`config.mk`:
```
export PLATFORM = sky130hd
export DESIGN_NAME = instruction_fetch
export DESIGN_NICKNAME = d
export VERILOG_FILES = /design/src/rtl/rv_pkg.sv /design/src/rtl/fetch_fifo.sv /design/src/rtl/instruction_fetch.sv
export SDC_FILE = /design/constraint.sdc
export NUM_CORES = 1
export LEC_CHECK = 0
export BUFFER_PORTS_ARGS = -buffer_cell sky130_fd_sc_hd__buf_2
export CORE_MARGIN = 2
export CORE_UTILIZATION = 45
export DETAILED_ROUTE_END_ITERATION = 8
export PLACE_DENSITY = 0.64
export SLEW_MARGIN = 20
export SYNTH_ARGS = -nofsm -noshare
export SYNTH_HDL_FRONTEND = slang
export SYNTH_HIERARCHICAL = 1
export SYNTH_SLANG_ARGS = --single-unit
```
`constraint.sdc`:
```
create_clock -name clk -period 7.7 [get_ports clk]
set_input_delay 1.155 -clock clk [delete_from_list [all_inputs] [get_ports clk]]
set_output_delay 1.155 -clock clk [all_outputs]
set_load 0.005 [all_outputs]
```
`src/rtl/rv_pkg.sv`:
```
// Shared RV32I front-end definitions: word size, canonical NOP, fetch FSM states.
package rv_pkg;

  localparam int XLEN = 32;

  // addi x0, x0, 0 -- substituted for the data of a faulting fetch
  localparam logic [XLEN-1:0] RV_NOP = 32'h0000_0013;

  // One buffered fetch entry is {pc, instruction, fault}
  localparam int FETCH_ENTRY_W = 2 * XLEN + 1;

  typedef enum logic [1:0] {
    IFU_IDLE  = 2'd0,
    IFU_FETCH = 2'd1,
    IFU_HALT  = 2'd2
  } ifu_state_e;

  // Clear the byte offset so every fetch address is word aligned
  function automatic logic [XLEN-1:0] align_word(input logic [XLEN-1:0] addr);
    return {addr[XLEN-1:2], 2'b00};
  endfunction

endpackage

```
`src/rtl/fetch_fifo.sv`:
```
// Small synchronous FIFO holding fetched entries until decode consumes them.
// The head is read combinationally from storage; a pushed entry becomes visible
// the cycle after the push. Flush empties the FIFO in one cycle.
module fetch_fifo #(
  parameter int DEPTH = 2,
  parameter int WIDTH = 65
) (
  input  logic                       clk,
  input  logic                       rst_n,
  input  logic                       push,
  input  logic [WIDTH-1:0]           push_data,
  input  logic                       pop,
  input  logic                       flush,
  output logic [WIDTH-1:0]           head,
  output logic                       full,
  output logic                       empty,
  output logic [$clog2(DEPTH+1)-1:0] count
);

  localparam int AW = (DEPTH > 1) ? $clog2(DEPTH) : 1;
  localparam int CW = $clog2(DEPTH + 1);

  logic [WIDTH-1:0] mem [DEPTH];
  logic [AW-1:0]    wr_ptr;
  logic [AW-1:0]    rd_ptr;
  logic             do_push;
  logic             do_pop;

  // A push into a full FIFO is only accepted when the head leaves in the same cycle
  assign do_pop  = pop && !empty;
  assign do_push = push && (!full || do_pop);
  assign full    = (count == CW'(DEPTH));
  assign empty   = (count == '0);
  assign head    = mem[rd_ptr];

  // Pointers and occupancy; DEPTH is a power of two so pointers wrap naturally
  always_ff @(posedge clk or negedge rst_n) begin
    if (!rst_n) begin
      wr_ptr <= '0;
      rd_ptr <= '0;
      count  <= '0;
    end else if (flush) begin
      wr_ptr <= '0;
      rd_ptr <= '0;
      count  <= '0;
    end else begin
      if (do_push) wr_ptr <= wr_ptr + AW'(1);
      if (do_pop)  rd_ptr <= rd_ptr + AW'(1);
      count <= count + CW'(do_push) - CW'(do_pop);
    end
  end

  // Entry storage; contents are only observed through a valid head, so no reset
  always_ff @(posedge clk) begin
    if (do_push && !flush) mem[wr_ptr] <= push_data;
  end

endmodule

```
`src/rtl/instruction_fetch.sv`:
```
// RV32I fetch stage: owns the fetch PC, issues in-order pipelined requests to
// instruction memory under a credit limit, buffers responses and hands them to
// decode. Redirect flushes the buffer and drops every response still in flight.
// Handshakes: a transfer happens in a cycle where valid && ready are both high at
// the rising edge; a valid request keeps its address stable until it is accepted.
module instruction_fetch
  import rv_pkg::*;
#(
  parameter logic [31:0] RESET_PC   = 32'h8000_0000,
  parameter int          FIFO_DEPTH = 2
) (
  input  logic        clk,
  input  logic        rst_n,
  input  logic        redirect_valid,
  input  logic [31:0] redirect_pc,
  output logic        imem_req_valid,
  input  logic        imem_req_ready,
  output logic [31:0] imem_req_addr,
  input  logic        imem_rsp_valid,
  input  logic [31:0] imem_rsp_data,
  input  logic        imem_rsp_err,
  output logic        inst_valid,
  input  logic        inst_ready,
  output logic [31:0] instruction_code,
  output logic [31:0] inst_pc,
  output logic        inst_fault,
  output ifu_state_e  fsm_state
);

  localparam int             CW         = $clog2(FIFO_DEPTH + 1);
  localparam logic [CW:0]    CREDIT_MAX = (CW + 1)'(FIFO_DEPTH);

  ifu_state_e               state;
  ifu_state_e               state_next;
  logic [31:0]              pc;
  logic [31:0]              rsp_pc;
  logic [31:0]              redirect_word;
  logic [CW-1:0]            outstanding;
  logic [CW-1:0]            outstanding_next;
  logic [CW-1:0]            drop;
  logic [CW-1:0]            fifo_count;
  logic [CW:0]              credit_used;
  logic                     fifo_full;
  logic                     fifo_empty;
  logic [FETCH_ENTRY_W-1:0] fifo_in;
  logic [FETCH_ENTRY_W-1:0] fifo_head;
  logic                     req_fire;
  logic                     rsp_drop;
  logic                     push;
  logic                     pop;

  assign redirect_word = align_word(redirect_pc);

  // Every issued request reserves a buffer slot until its entry is consumed
  assign credit_used      = {1'b0, outstanding} + {1'b0, fifo_count};
  assign req_fire         = imem_req_valid && imem_req_ready;
  assign outstanding_next = outstanding + CW'(req_fire) - CW'(imem_rsp_valid);

  // Responses belonging to the pre-redirect stream (or arriving with a redirect) are discarded
  assign rsp_drop = imem_rsp_valid && ((drop != '0) || redirect_valid);
  assign push     = imem_rsp_valid && !rsp_drop;
  assign fifo_in  = {rsp_pc, (imem_rsp_err ? RV_NOP : imem_rsp_data), imem_rsp_err};
  assign pop      = inst_valid && inst_ready && !redirect_valid;

  fetch_fifo #(
    .DEPTH (FIFO_DEPTH),
    .WIDTH (FETCH_ENTRY_W)
  ) u_fifo (
    .clk       (clk),
    .rst_n     (rst_n),
    .push      (push),
    .push_data (fifo_in),
    .pop       (pop),
    .flush     (redirect_valid),
    .head      (fifo_head),
    .full      (fifo_full),
    .empty     (fifo_empty),
    .count     (fifo_count)
  );

  // FSM state register
  always_ff @(posedge clk or negedge rst_n) begin
    if (!rst_n) state <= IFU_IDLE;
    else        state <= state_next;
  end

  // FSM next state: start after reset, stop on a delivered bus error, resume on redirect
  always_comb begin
    state_next = state;
    case (state)
      IFU_IDLE:  state_next = IFU_FETCH;
      IFU_FETCH: if (push && imem_rsp_err) state_next = IFU_HALT;
      IFU_HALT:  if (redirect_valid) state_next = IFU_FETCH;
      default:   state_next = IFU_IDLE;
    endcase
  end

  // FSM outputs: request only while fetching, with credit left, and not in a redirect cycle
  always_comb begin
    imem_req_valid = 1'b0;
    if (state == IFU_FETCH && credit_used < CREDIT_MAX && !fifo_full && !redirect_valid)
      imem_req_valid = 1'b1;
  end

  // Fetch PC, response PC tracker and in-flight / drop counters
  always_ff @(posedge clk or negedge rst_n) begin
    if (!rst_n) begin
      pc          <= RESET_PC;
      rsp_pc      <= RESET_PC;
      outstanding <= '0;
      drop        <= '0;
    end else begin
      outstanding <= outstanding_next;
      if (redirect_valid) begin
        pc     <= redirect_word;
        rsp_pc <= redirect_word;
        drop   <= outstanding_next;
      end else begin
        if (req_fire) pc <= pc + 32'd4;
        // responses after a redirect come back in order from consecutive addresses
        if (push) rsp_pc <= rsp_pc + 32'd4;
        if (imem_rsp_valid && drop != '0) drop <= drop - CW'(1);
      end
    end
  end

  assign imem_req_addr    = pc;
  assign inst_valid       = !fifo_empty;
  assign inst_pc          = inst_valid ? fifo_head[FETCH_ENTRY_W-1 -: 32] : 32'h0;
  assign instruction_code = inst_valid ? fifo_head[32:1] : 32'h0;
  assign inst_fault       = inst_valid && fifo_head[0];
  assign fsm_state        = state;

endmodule

```
Word-level counts from Yosys, hierarchy flattened. Memory sizes are Yosys's and may differ from the RTL's. Index checks and enable logic that the tools add are counted.

Bits in registers: 74. Memory bits (read-only): 0. Logic and storage cells: 74. Output and inout port bits: 101. Latch bits: 0. Bits of input ports: 71. Memory bits (writable): 130. Memories kept: 1.

Memories: u_fifo.mem (words 2, bits a word 65, rd ports 1, clocked after memory_dff 0, wr ports 1, RTL line fetch_fifo.sv:23) `logic [WIDTH-1:0] mem [DEPTH];`.

Reductions and logical operators: 29. Bitwise operators: 0. Multipliers: 0. Div/mod/pow operators: 0. Magnitude comparators: 1. Equality and inequality tests: 5. Add/sub/neg operators: 10. Multiplexer cells: 20. Shifts and indexed selects: 0.

Operators with widths (count): 2-to-1 mux 32 bit (7); adder 32 x 3 -> 32 bit (second input constant) (2); logical AND 1 bit (14); nonzero test 2 bit (6); 2-to-1 mux 2 bit (5); 2-to-1 mux 1 bit (7); one-hot mux 2 bit (3 select lines) (1); adder 2 x 1 -> 2 bit (2); equality test 2 bit (second input constant) (2); logical NOT 1 bit (4); logical NOT 2 bit (2); inequality test 2 bit (second input constant) (2); subtractor 2 x 1 -> 2 bit (2); adder 2 x 2 -> 3 bit (1); less-than comparator 3 x 2 -> 1 bit (second input constant) (1); adder 1 bit (second input constant) (2); equality test 2 x 1 -> 1 bit (second input constant) (1); logical OR 1 bit (2); AND reduction 2 bit (1); subtractor 2 x 1 -> 2 bit (second input constant) (1).

Depth between registers and ports, before layout. Gate-level depths: netlist of run 1.

Depth in word-level cells: 10. Depth in mapped cells: 13. Mapped depth without buffers: 12.

Cells and area by module. The synthesis of run 1 kept the hierarchy.

Modules (own cells, without submodules): fetch_fifo (cells each 231, instances 1, area an instance 4969.8 sq um, sequential area each 4003.8 sq um); instruction_fetch (cells each 528, instances 1, area an instance 4410.5 sq um, sequential area each 1654.1 sq um).

Least setup slack after synthesis of run 1. No wires, ideal clock.

Path type: input-to-reg. Start point: input port redirect_valid. End point: memory u_fifo.mem[1][0], enable pin. Path slack: 0.464 ns. Library setup time: 0.581 ns. Arrival time: 6.655 ns. Stages on the path: 5. Path buffers: 1. Cell sequence: inv_1 clkbuf_1 and3_1 o21ai_2 nor3b_1.

Longest elaborated chain between the ends: 8.

Ends and longest elaborated chain: from (decl) (RTL line instruction_fetch.sv:14) `input logic redirect_valid,`; logical NOT 1 bit (RTL line instruction_fetch.sv:63) `assign pop = inst_valid && inst_ready && !redirect_valid;`; logical AND 1 bit (RTL line instruction_fetch.sv:63); via pop (RTL line instruction_fetch.sv:50) `logic pop;`; logical AND 1 bit (RTL line fetch_fifo.sv:30) `assign do_pop = pop && !empty;`; logical OR 1 bit (RTL line fetch_fifo.sv:31) `assign do_push = push && (!full || do_pop);`; logical AND 1 bit (RTL line fetch_fifo.sv:31); logical AND 1 bit (RTL line fetch_fifo.sv:55) `if (do_push && !flush) mem[wr_ptr] <= push_data;`; 2-to-1 mux 1 bit (RTL line fetch_fifo.sv:55); 2-to-1 mux 1 bit (implied by the code) (RTL line fetch_fifo.sv:55); to (decl) (RTL line fetch_fifo.sv:23).

The timed path passes the listed nets, and every way through them passes these cells.

Worst setup path in the final report of run 1.
Start point: input port redirect_valid. End point: register drop[1].

Longest elaborated chain between the ends: 7.

Ends and longest elaborated chain: logical NOT 1 bit (RTL line instruction_fetch.sv:101) `if (state == IFU_FETCH && credit_used < CREDIT_MAX && !fifo_full && !redirect_valid)`; logical AND 1 bit (RTL line instruction_fetch.sv:101); 2-to-1 mux 1 bit (RTL line instruction_fetch.sv:101); logical AND 1 bit (RTL line instruction_fetch.sv:56) `assign req_fire = imem_req_valid && imem_req_ready;`; adder 2 x 1 -> 2 bit (RTL line instruction_fetch.sv:57) `assign outstanding_next = outstanding + CW'(req_fire) - CW'(imem_rsp_valid);`; subtractor 2 x 1 -> 2 bit (RTL line instruction_fetch.sv:57); via outstanding_next[1] (RTL line instruction_fetch.sv:39) `logic [CW-1:0] outstanding_next;`; 2-to-1 mux 2 bit (RTL line instruction_fetch.sv:114) `if (redirect_valid) begin`; to (signal assigned) (RTL line instruction_fetch.sv:117) `drop <= outstanding_next;`; to (signal assigned) (RTL line instruction_fetch.sv:122) `if (imem_rsp_valid && drop != '0) drop <= drop - CW'(1);`; to (decl) (RTL line instruction_fetch.sv:40) `logic [CW-1:0] drop;`.

The timed path passes the listed nets, and every way through them passes these cells. A chain may end at the register's enable or synchronous reset.

==> flow_metrics.tcl, run 1 <==
set metrics [dict create \
    status "complete, no violations" \
    setup_ws_ns 3.925 \
    hold_depth 0 \
    synthArstFlopShare_pct 35.00 \
    crit_arrival_ns 4.12 \
    fmax_mhz 264.9 \
    fin_util_pct 54.69 \
    holdBufCountCts 0 \
    multi_input_area_um2 3526 \
    tns_ns 0 \
    avgRoutedWirePerCell_um 16.65 \
    relSlewSlack_pct 30.01 \
    core-area_um2 20360 \
    grt_overflow 0 \
    final_cell_mix "buf_2 (167), edfxtp_1 (130), nor2b_1 (98)" \
    die_h_um 148.4 \
    clock-sinks 200 \
    cts.clk_slew.worst_paths_ns 0.07 \
    ioPinCount 172 \
    cts_tree "built" \
    worstPathRequired_ns 8.05 \
    cts-htree-levels 4 \
    ys.flop_type "edfxtp_1" \
    post-route-period-util_pct 49.03 \
    stdcell_area_um2 11140 \
    synthCells 759 \
    numCtsBuffers 17 \
    crit_chain "buf_2 > buf_4 > or4b_4 > nor4b_4 > buf_4 > inv_2 > ha_1 > inv_1 > ha_1 > xnor2_1 > xnor2_1 > nand2_1 > o21ai_0" \
    layout-drive-gt1-share_pct 26.96 \
    seq_area_um2 5659 \
    num_vias 6397 \
    start_util_pct 46.06 \
    cp.depth 13 \
    post_cts_buffers 0 \
    ir_drop_v 0.0001562 \
    p_leak_nw 4.357 \
    yosysSeqAreaShare_pct 60.32 \
    layout_commonest_cell "buf_2" \
    yosysWarnings 6 \
    root_buffer "clkbuf_16" \
    worstMarginPinSlew_ns 1.040 \
    wirelength_um 20170 \
    gp_congestion 0.8370 \
    rr_worst_depth 13 \
    cap_violations 0 \
    fillers 1786 \
    crit_buf_inv 5 \
    dr.pass1.iters 5 \
    diodes 0 \
    drt_iter0_drc 305 \
    met2_usage_pct 28.94 \
    hold_viol 0 \
    clk_path_buf_depth 2 \
    grt_util_met1_pct 26.74 \
    grt_use_total_pct 18.69 \
    top_usage_layer "met2" \
    setup_viol 0 \
    grtUsageMet3_pct 4.294 \
    die-area_um2 22020 \
    synth_edf_count 130 \
    antenna_found_initial 0 \
    row_count 52 \
    grt_setup_unrepaired "no" \
    dpl_worst_slack_ns 3.467 \
    crit_path_max_fanout 69 \
    syn_to_final_growth_pct 18.74 \
    clock_latency_ns 0.43 \
    drtAntennaViolNets 0 \
    hold_path_class "reg2reg" \
    grt_pass1_wl_um 32220 \
    start_kind "primary input" \
    slowest_delay_ns 0.62 \
    critical_path.top_delay_family "buffers and inverters" \
    power.density_nw_per_um2 228.6 \
    ys_seq_elements 200 \
    syn_area_um2 9380 \
    syn_area_per_cell_um2 12.36 \
    grt_pass1_vias 6173 \
    endpoint_kind "register" \
    remaining_drc_errors 0 \
    hpwl_um 13530 \
    postPlaceCellArea_um2 10520 \
    final_nets 1007 \
    vias_per_cell 5.278 \
    slew_viol_final 0 \
    io_buffers 167 \
    die_w_um 148.4 \
    synth.distinct_cells 52 \
    cp_slowest_cell "or4b_4" \
    period_needed_ns 3.775 \
    critPathKind "in2reg" \
    r2r_setup_slack_ns 4.08 \
    skew_ns 0.008262 \
    post_cts_resize_count 0 \
    grt_max_degree 71 \
]
-- metrics by stage --
step,power (mW),hold slack [ns],std cells
after floorplan,1.517,0.4636,764
after global placement,1.639,0.4817,1180
after detailed placement,1.648,0.4940,1180
after CTS,2.568,0.5106,1212
after global routing,2.663,0.5207,1212
final,2.546,0.5080,1212
-- cell type report --
cell class,count,share of cell area (%)
Sequential cell,200,50.81
Multi-Input combinational cell,514,31.66
Timing Repair Buffer,180,8.380
Clock buffer,21,4.426
Tap cell,270,3.033
Clock inverter,11,1.157
Inverter,16,0.5392
-- registers in the layout (all words and copies together), names as in the netlist --
signal,flops
u_fifo/wr_ptr,1
u_fifo/count,2
outstanding,2
rsp_pc,30
imem_req_addr,30
drop,2
u_fifo/rd_ptr,1
fsm_state,2
u_fifo/mem,130
-- cells by family after synthesis --
group	share of synthesized area, %
AO/OA/AOI/OAI	5.629
XOR/XNOR	3.455
adder cells (fa/ha/maj)	1.014
buffers and inverters	2.481
flip-flops	60.32
multiplexers	9.350
other	0.03998
AND/OR/NAND/NOR	17.71
-- report_power, final --
part | internal, mW | switching (mW)
Clock | 0.530 | 0.391
Combinational | 0.140 | 0.170
Sequential | 1.23 | 0.0815
-- final timing paths --
kind,from,endpoint
worst min-delay path,rsp_pc[29],u_fifo/mem[1][62]
worst max-delay path,redirect_valid,drop[1]
min in group asynchronous,rst_n,imem_req_addr[30]
worst max register to register,u_fifo/count[0],drop[1]
worst min register to register,rsp_pc[29],u_fifo/mem[1][62]
max in group asynchronous,rst_n,u_fifo/rd_ptr
-- synth_stat cells (all sizes together), types with 2 or more instances --
cell type,instances,area (um^2)
mux2,74,837.1
inv,16,60.05
nand3,31,155.2
ha,6,75.07
nor4,7,43.79
o31ai,2,15.01
or2,6,37.54
buf,10,82.57
o211ai,9,67.56
nand4,31,193.9
or4,4,30.03
nor2b,98,613.1
dfrtp,68,1702
dfstp,2,52.55
xnor2,17,148.9
xor2,20,175.2
mux2i,4,40.04
a221o,2,20.02
nand2,59,221.5
nand2b,8,50.05
clkbuf,24,90.09
nor2,29,108.9
or3,2,12.51
a31oi,7,43.79
a21boi,3,22.52
o21ai,39,198.9
and2,7,43.79
o311ai,10,87.58
a21oi,9,48.80
and3,3,18.77
edfxtp,130,3904
nor3,10,50.05
-- layer usage --
metal	vias up	wire, um	part of all wire, %
li1	3090	-	-
met1	3066	9710	48
met2	220	8956	44
met3	21	1245	6.2
met4	0	262	1.3
met5	-	0	0
Note: power is estimated with default switching activity, not from simulation.
==> run 2: changes to the inputs <==
Clock period 7.7 ns to 3.9 ns, I/O delays scaled along.
==> run 2 against run 1 <==
Clock power rose by 88%; total power rose by 94%; flip-flop and latch count unchanged; sequential share of layout area down 0.19 points; global-route usage rose by 0.36 points; clock-buffer cell count unchanged; clock skew rose by 0.013 ns; cell count rose by 0.50%; worst setup slack lost 3.2 ns; largest cell class unchanged; critical path depth is 5 lower.
==> flow_metrics.tcl, run 2 (synthesized netlist as in run 1, its figures left out) <==
set metrics [dict create \
    drtAntennaViolNets 0 \
    postPlaceCellArea_um2 10590 \
    worstPathRequired_ns 4.27 \
    grt_pass1_vias 6226 \
    die_h_um 148.4 \
    power_mw 4.952 \
    cts-htree-levels 4 \
    die-area_um2 22020 \
    tns_ns 0 \
    num_vias 6512 \
    hold_path_class "in2async" \
    critPathKind "reg2reg" \
    grt_pass1_wl_um 32620 \
    sequentialPowerShare_pct 52.5 \
    fillers 1782 \
    setup_ws_ns 0.7263 \
    clk_path_buf_depth 2 \
    p_sw_mw 1.288 \
    stdcell_area_um2 11180 \
    power.density_nw_per_um2 442.9 \
    multi_input_area_um2 3545 \
    holdBufCountCts 0 \
    endpoint_kind "register" \
    largest_reg_flops 130 \
    antenna_found_initial 1 \
    clockPowerShare_pct 34.9 \
    remaining_drc_errors 0 \
    hpwl_um 13850 \
    numCtsBuffers 17 \
    p_leak_nw 4.373 \
    clock-sinks 200 \
    skew_ns 0.02160 \
    period_needed_ns 3.174 \
    relSlewSlack_pct 51.37 \
    start_util_pct 46.06 \
    dpl_worst_slack_ns 0.7760 \
    crit_arrival_ns 3.55 \
    power_frac_comb_pct 12.5 \
    grt_overflow 0 \
    layout-drive-gt1-share_pct 27.46 \
    grt_max_degree 67 \
    row_count 52 \
    grt_setup_unrepaired "no" \
    fmax_mhz 315.1 \
    crit_path_max_fanout 18 \
    grt_use_total_pct 19.05 \
    netSwitchingFraction_pct 26.02 \
    ir_drop_v 0.0002995 \
    status "complete, no violations" \
    post_cts_resize_count 0 \
    gp_congestion 0.8838 \
    syn_to_final_growth_pct 19.18 \
    drt_iter0_drc 461 \
    dr.pass1.iters 5 \
    final_nets 1012 \
    final_cell_mix "buf_2 (167), edfxtp_1 (130), nor2b_1 (98)" \
    core-area_um2 20360 \
    vias_per_cell 5.346 \
    worstMarginPinSlew_ns 0.7295 \
    start_kind "register" \
    seq_area_um2 5659 \
    ioPinCount 172 \
    cap_violations 0 \
    post-route-period-util_pct 81.38 \
    max_flop_register "u_fifo/mem" \
    avgRoutedWirePerCell_um 17.00 \
    io_buffers 167 \
    cts.clk_slew.worst_paths_ns 0.08 \
    slew_viol_final 0 \
    post_cts_buffers 0 \
    setup_viol 0 \
    hold_viol 0 \
    die_w_um 148.4 \
    wirelength_um 20700 \
    clock_latency_ns 0.45 \
    cts_tree "built" \
    layout_commonest_cell "buf_2" \
    internal_power_mw 3.663 \
    root_buffer "clkbuf_16" \
]
==> run 2: final timing paths <==
| kind | startpoint | endpoint | slack, ns | cells past startpoint |
|---|---|---|---|---|
| min in group clk | redirect_pc[27] | imem_req_addr[27] | 0.37 | 3 |
| worst max register to register | u_fifo/count[0] | imem_req_addr[23] | 0.73 | 8 |
| worst min register to register | rsp_pc[29] | u_fifo/mem[1][62] | 0.50 | 0 |
| max in group asynchronous | rst_n | u_fifo/rd_ptr | 2.94 | 2 |
| worst max-delay path | u_fifo/count[0] | imem_req_addr[23] | 0.73 | 8 |
| worst min-delay path | rst_n | imem_req_addr[16] | 0.14 | 1 |
==> run 2: final cells by class <==
type / count / share of cell area, %
sequential: 200 / 50.62
clock inverter: 11 / 0.9625
clock buffer: 21 / 4.219
multi-input combinational: 514 / 31.71
tap: 270 / 3.022
antenna: 1 / 0.02238
timing repair buffer: 185 / 8.909
inverter: 16 / 0.5372
==> run 2: metal layers <==
layer,track usage [%],up-vias,share of wire (%)
met5,0,-,0
met4,5.762,0,1.3
met3,3.957,20,6.4
met2,29.79,236,45
met1,27.01,3158,47
li1,-,3098,-
==> run 2: critical path: stages (launching register included) <==
cell	delay, ns
dfrtp_1	0.50
and2_1	0.19
fa_1	0.42
or4b_4	0.51
nor4b_4	0.36
buf_4	0.32
nand2_1	0.19
or4_1	0.53
nand3_1	0.09
==> run 2: power by group through the flow <==
stage	combinational [mW]	clock (mW)	sequential (mW)
6_report	0.620	1.73	2.60
5_1_grt	0.703	1.85	2.62
4_1_cts	0.627	1.77	2.60
3_5_place_dp	0.623	0	2.64
3_3_place_gp	0.608	0	2.64
2_1_floorplan	0.393	0	2.60
==> run 2: per-stage QoR <==
stage | instances | utilization (%) | hold slack (ns)
after global routing | 1217 | 54.88 | 0.1714
after floorplan | 764 | - | 0.2894
final | 1218 | 54.90 | 0.1438
after global placement | 1185 | 52.01 | 0.4804
after CTS | 1217 | 54.85 | 0.1613
after detailed placement | 1185 | 52.01 | 0.4886
==> run 3: changes to the inputs <==
Settings changed: ABC_AREA set to 1, PLACE_DENSITY 0.64 to 0.65.
Clock period 3.9 ns to 2.6 ns, I/O delays scaled along.
==> run 3 against run 2 <==
Area after synthesis rose by 12%; non-clock buffer count down 1; utilization is 0.42 points lower; cell count up 47%; sequential share of layout area decreased by 5.0 points; critical path depth grew 4; worst setup slack lost 0.49 ns; fmax is 34% higher; critical path type unchanged; critical endpoint is now drop[1]; largest cell class unchanged.
==> flow_metrics.tcl, run 3 <==
set metrics [dict create \
    status "complete, no violations" \
    worstMarginPinSlew_ns 0.7035 \
    stdcell_area_um2 12410 \
    max_flop_register "u_fifo/mem" \
    cts-htree-levels 4 \
    hold_path_class "in2reg" \
    power_mw 8.357 \
    p_sw_mw 2.639 \
    fin_util_pct 54.47 \
    numCtsBuffers 17 \
    relSlewSlack_pct 53.10 \
    synth_common_cells "nand2_1 (454), inv_1 (190), nor2_1 (186)" \
    gp_congestion 0.8865 \
    clock_latency_ns 0.43 \
    internal_power_mw 5.718 \
    start_util_pct 46.24 \
    slew_viol_final 0 \
    ioPinCount 172 \
    wirelength_um 24700 \
    grt_overflow 0 \
    remaining_drc_errors 0 \
    yosysWarnings 6 \
    power_frac_comb_pct 18.0 \
    synth_edf_count 130 \
    slowest_delay_ns 0.43 \
    synth_largest_area_cell "edfxtp_1" \
    hold_depth 3 \
    ys.flop_type "edfxtp_1" \
    endpoint_kind "register" \
    final_nets 1547 \
    ys_seq_elements 200 \
    post_cts_buffers 0 \
    diodes 0 \
    grt_setup_unrepaired "no" \
    core-area_um2 22780 \
    die_w_um 157.0 \
    grt_pass1_wl_um 39750 \
    hold_viol 0 \
    num_vias 8536 \
    post-route-period-util_pct 90.78 \
    clockPowerShare_pct 32.5 \
    drt_iter0_drc 605 \
    netSwitchingFraction_pct 31.58 \
    clock-sinks 200 \
    antenna_found_initial 0 \
    cp_slowest_cell "fa_1" \
    syn_area_um2 10530 \
    cap_violations 0 \
    final_cell_mix "nand2_1 (453), inv_1 (188), nor2_1 (183)" \
    dr.pass1.iters 5 \
    p_leak_nw 6.079 \
    cts_tree "built" \
    die-area_um2 24650 \
    post_cts_resize_count 0 \
    fillers 2118 \
    grt_max_degree 71 \
    synth_area_leaders "edfxtp_1 (37%), nand2_1 (16%), dfrtp_1 (16%), inv_1 (6.8%), nor2_1 (6.6%)" \
    critPathKind "reg2reg" \
    syn_to_final_growth_pct 17.81 \
    root_buffer "clkbuf_16" \
    ir_drop_v 0.0004157 \
    layout_commonest_cell "nand2_1" \
    postPlaceCellArea_um2 11790 \
    worstPathRequired_ns 2.97 \
    cp.depth 12 \
    syn_area_per_cell_um2 8.083 \
    crit_arrival_ns 2.73 \
    setup_viol 0 \
    hpwl_um 17070 \
    start_kind "register" \
    rr_endpoint "drop[1]" \
    grt_use_total_pct 20.61 \
    crit_path_max_fanout 2 \
    crit_chain "nand2_1 > inv_1 > fa_1 > nor2_1 > nand4_1 > ha_1 > inv_1 > ha_1 > xnor2_1 > xnor2_1 > nor2_1 > a21oi_1" \
    tns_ns 0 \
    avgRoutedWirePerCell_um 13.76 \
    power.density_nw_per_um2 673.5 \
    crit_buf_inv 2 \
    synthCells 1303 \
    sequentialPowerShare_pct 49.5 \
    io_buffers 167 \
    largest_reg_flops 130 \
    cts.clk_slew.worst_paths_ns 0.08 \
    period_needed_ns 2.360 \
    skew_ns 0.009368 \
    yosysMostFrequentCell "nand2_1" \
    fmax_mhz 423.7 \
    yosysSeqAreaShare_pct 53.72 \
    synth.distinct_cells 46 \
    die_h_um 157.0 \
    rr_worst_depth 12 \
    vias_per_cell 4.755 \
    holdBufCountCts 1 \
    drtAntennaViolNets 0 \
    hold_end "imem_req_addr[24]" \
    critical_path.top_delay_family "adder cells" \
    synth_top_area_share_pct 37.06 \
    synthArstFlopShare_pct 35.00 \
    r2r_start "outstanding[0]" \
    min_from "redirect_pc[24]" \
    clk_path_buf_depth 2 \
    r2r_setup_slack_ns 0.24 \
    layout-drive-gt1-share_pct 18.76 \
    grt_pass1_vias 7881 \
    whs_ns 0.1957 \
    row_count 55 \
]
==> run 3: cell count changes after synthesis, moves of 17 or more <==
cell	change
o21ai_0	-17
nor2_1	+157
nor2b_1	-98
mux2_2	-26
mux2_1	-47
nand2_1	+395
inv_1	+175
nand4_1	-19
buf_2	+18
nand3_1	+33
==> run 3: kinds of logic (layout without fill, tap and decap cells) <==
group / count (synthesis) / count (layout) / share of synthesized area, %
AO/OA/AOI/OAI: 74 / 74 / 4.241
XOR/XNOR: 15 / 15 / 1.247
adder cells (fa/ha/maj): 7 / 7 / 0.9028
buffers and inverters: 238 / 412 / 9.076
flip-flops: 200 / 200 / 53.72
other: 1 / 6 / 0.03560
AND/OR/NAND/NOR: 768 / 768 / 30.78
==> run 3: worst max-delay path by stage <==
stage / startpoint / endpoint
final: outstanding[0] / drop[1]
after global routing: outstanding[0] / drop[1]
after CTS: outstanding[0] / drop[1]
after detailed placement: outstanding[0] / drop[1]
after global placement: u_fifo/count[0] / drop[1]
after floorplan: redirect_valid / u_fifo/mem[1][0]
==> run 3: through the flow <==
step           std cells  setup WS [ns]
2_1_floorplan       1308        -0.5409
3_5_place_dp        1762         0.2540
6_report            1795         0.2396
4_1_cts             1795         0.2306
3_3_place_gp        1762         0.3402
5_1_grt             1795        0.04267
==> run 3: layer usage <==
metal  GRT usage (%)  vias to the layer above  part of all wire (%)  routed length (um)
met5               0                        -                     0                   0
met4           5.374                        0                   1.3                 320
met3           3.056                       23                   5.2                1273
met2           33.08                      254                    46               11360
met1           29.40                     3881                    48               11740
li1                -                     4378                     -                   -
==> run 3: worst min-delay path, cell delays in order <==
cell,delay (ns)
buf_2,0.07
nand2_1,0.06
nand3_1,0.07
==> run 3: power by group through the flow <==
stage | combinational (mW) | clock [mW] | sequential, mW
floorplan | 1.00 | 0 | 4.08
global placement | 1.47 | 0 | 4.18
detailed placement | 1.51 | 0 | 4.19
CTS | 1.52 | 2.78 | 4.13
global route | 1.73 | 2.90 | 4.19
finish | 1.50 | 2.72 | 4.14
==> run 3: area by class of cell <==
cell class | count | area (um^2) | share of cell area (%)
clock buffers | 17 | 425.4 | 3.428
clock inverters | 15 | 187.7 | 1.513
inverters | 196 | 743.2 | 5.990
multi-input cells | 870 | 3985 | 32.12
flip-flops and latches | 200 | 5659 | 45.61
well taps | 313 | 391.6 | 3.156
repair buffers | 184 | 1016 | 8.188
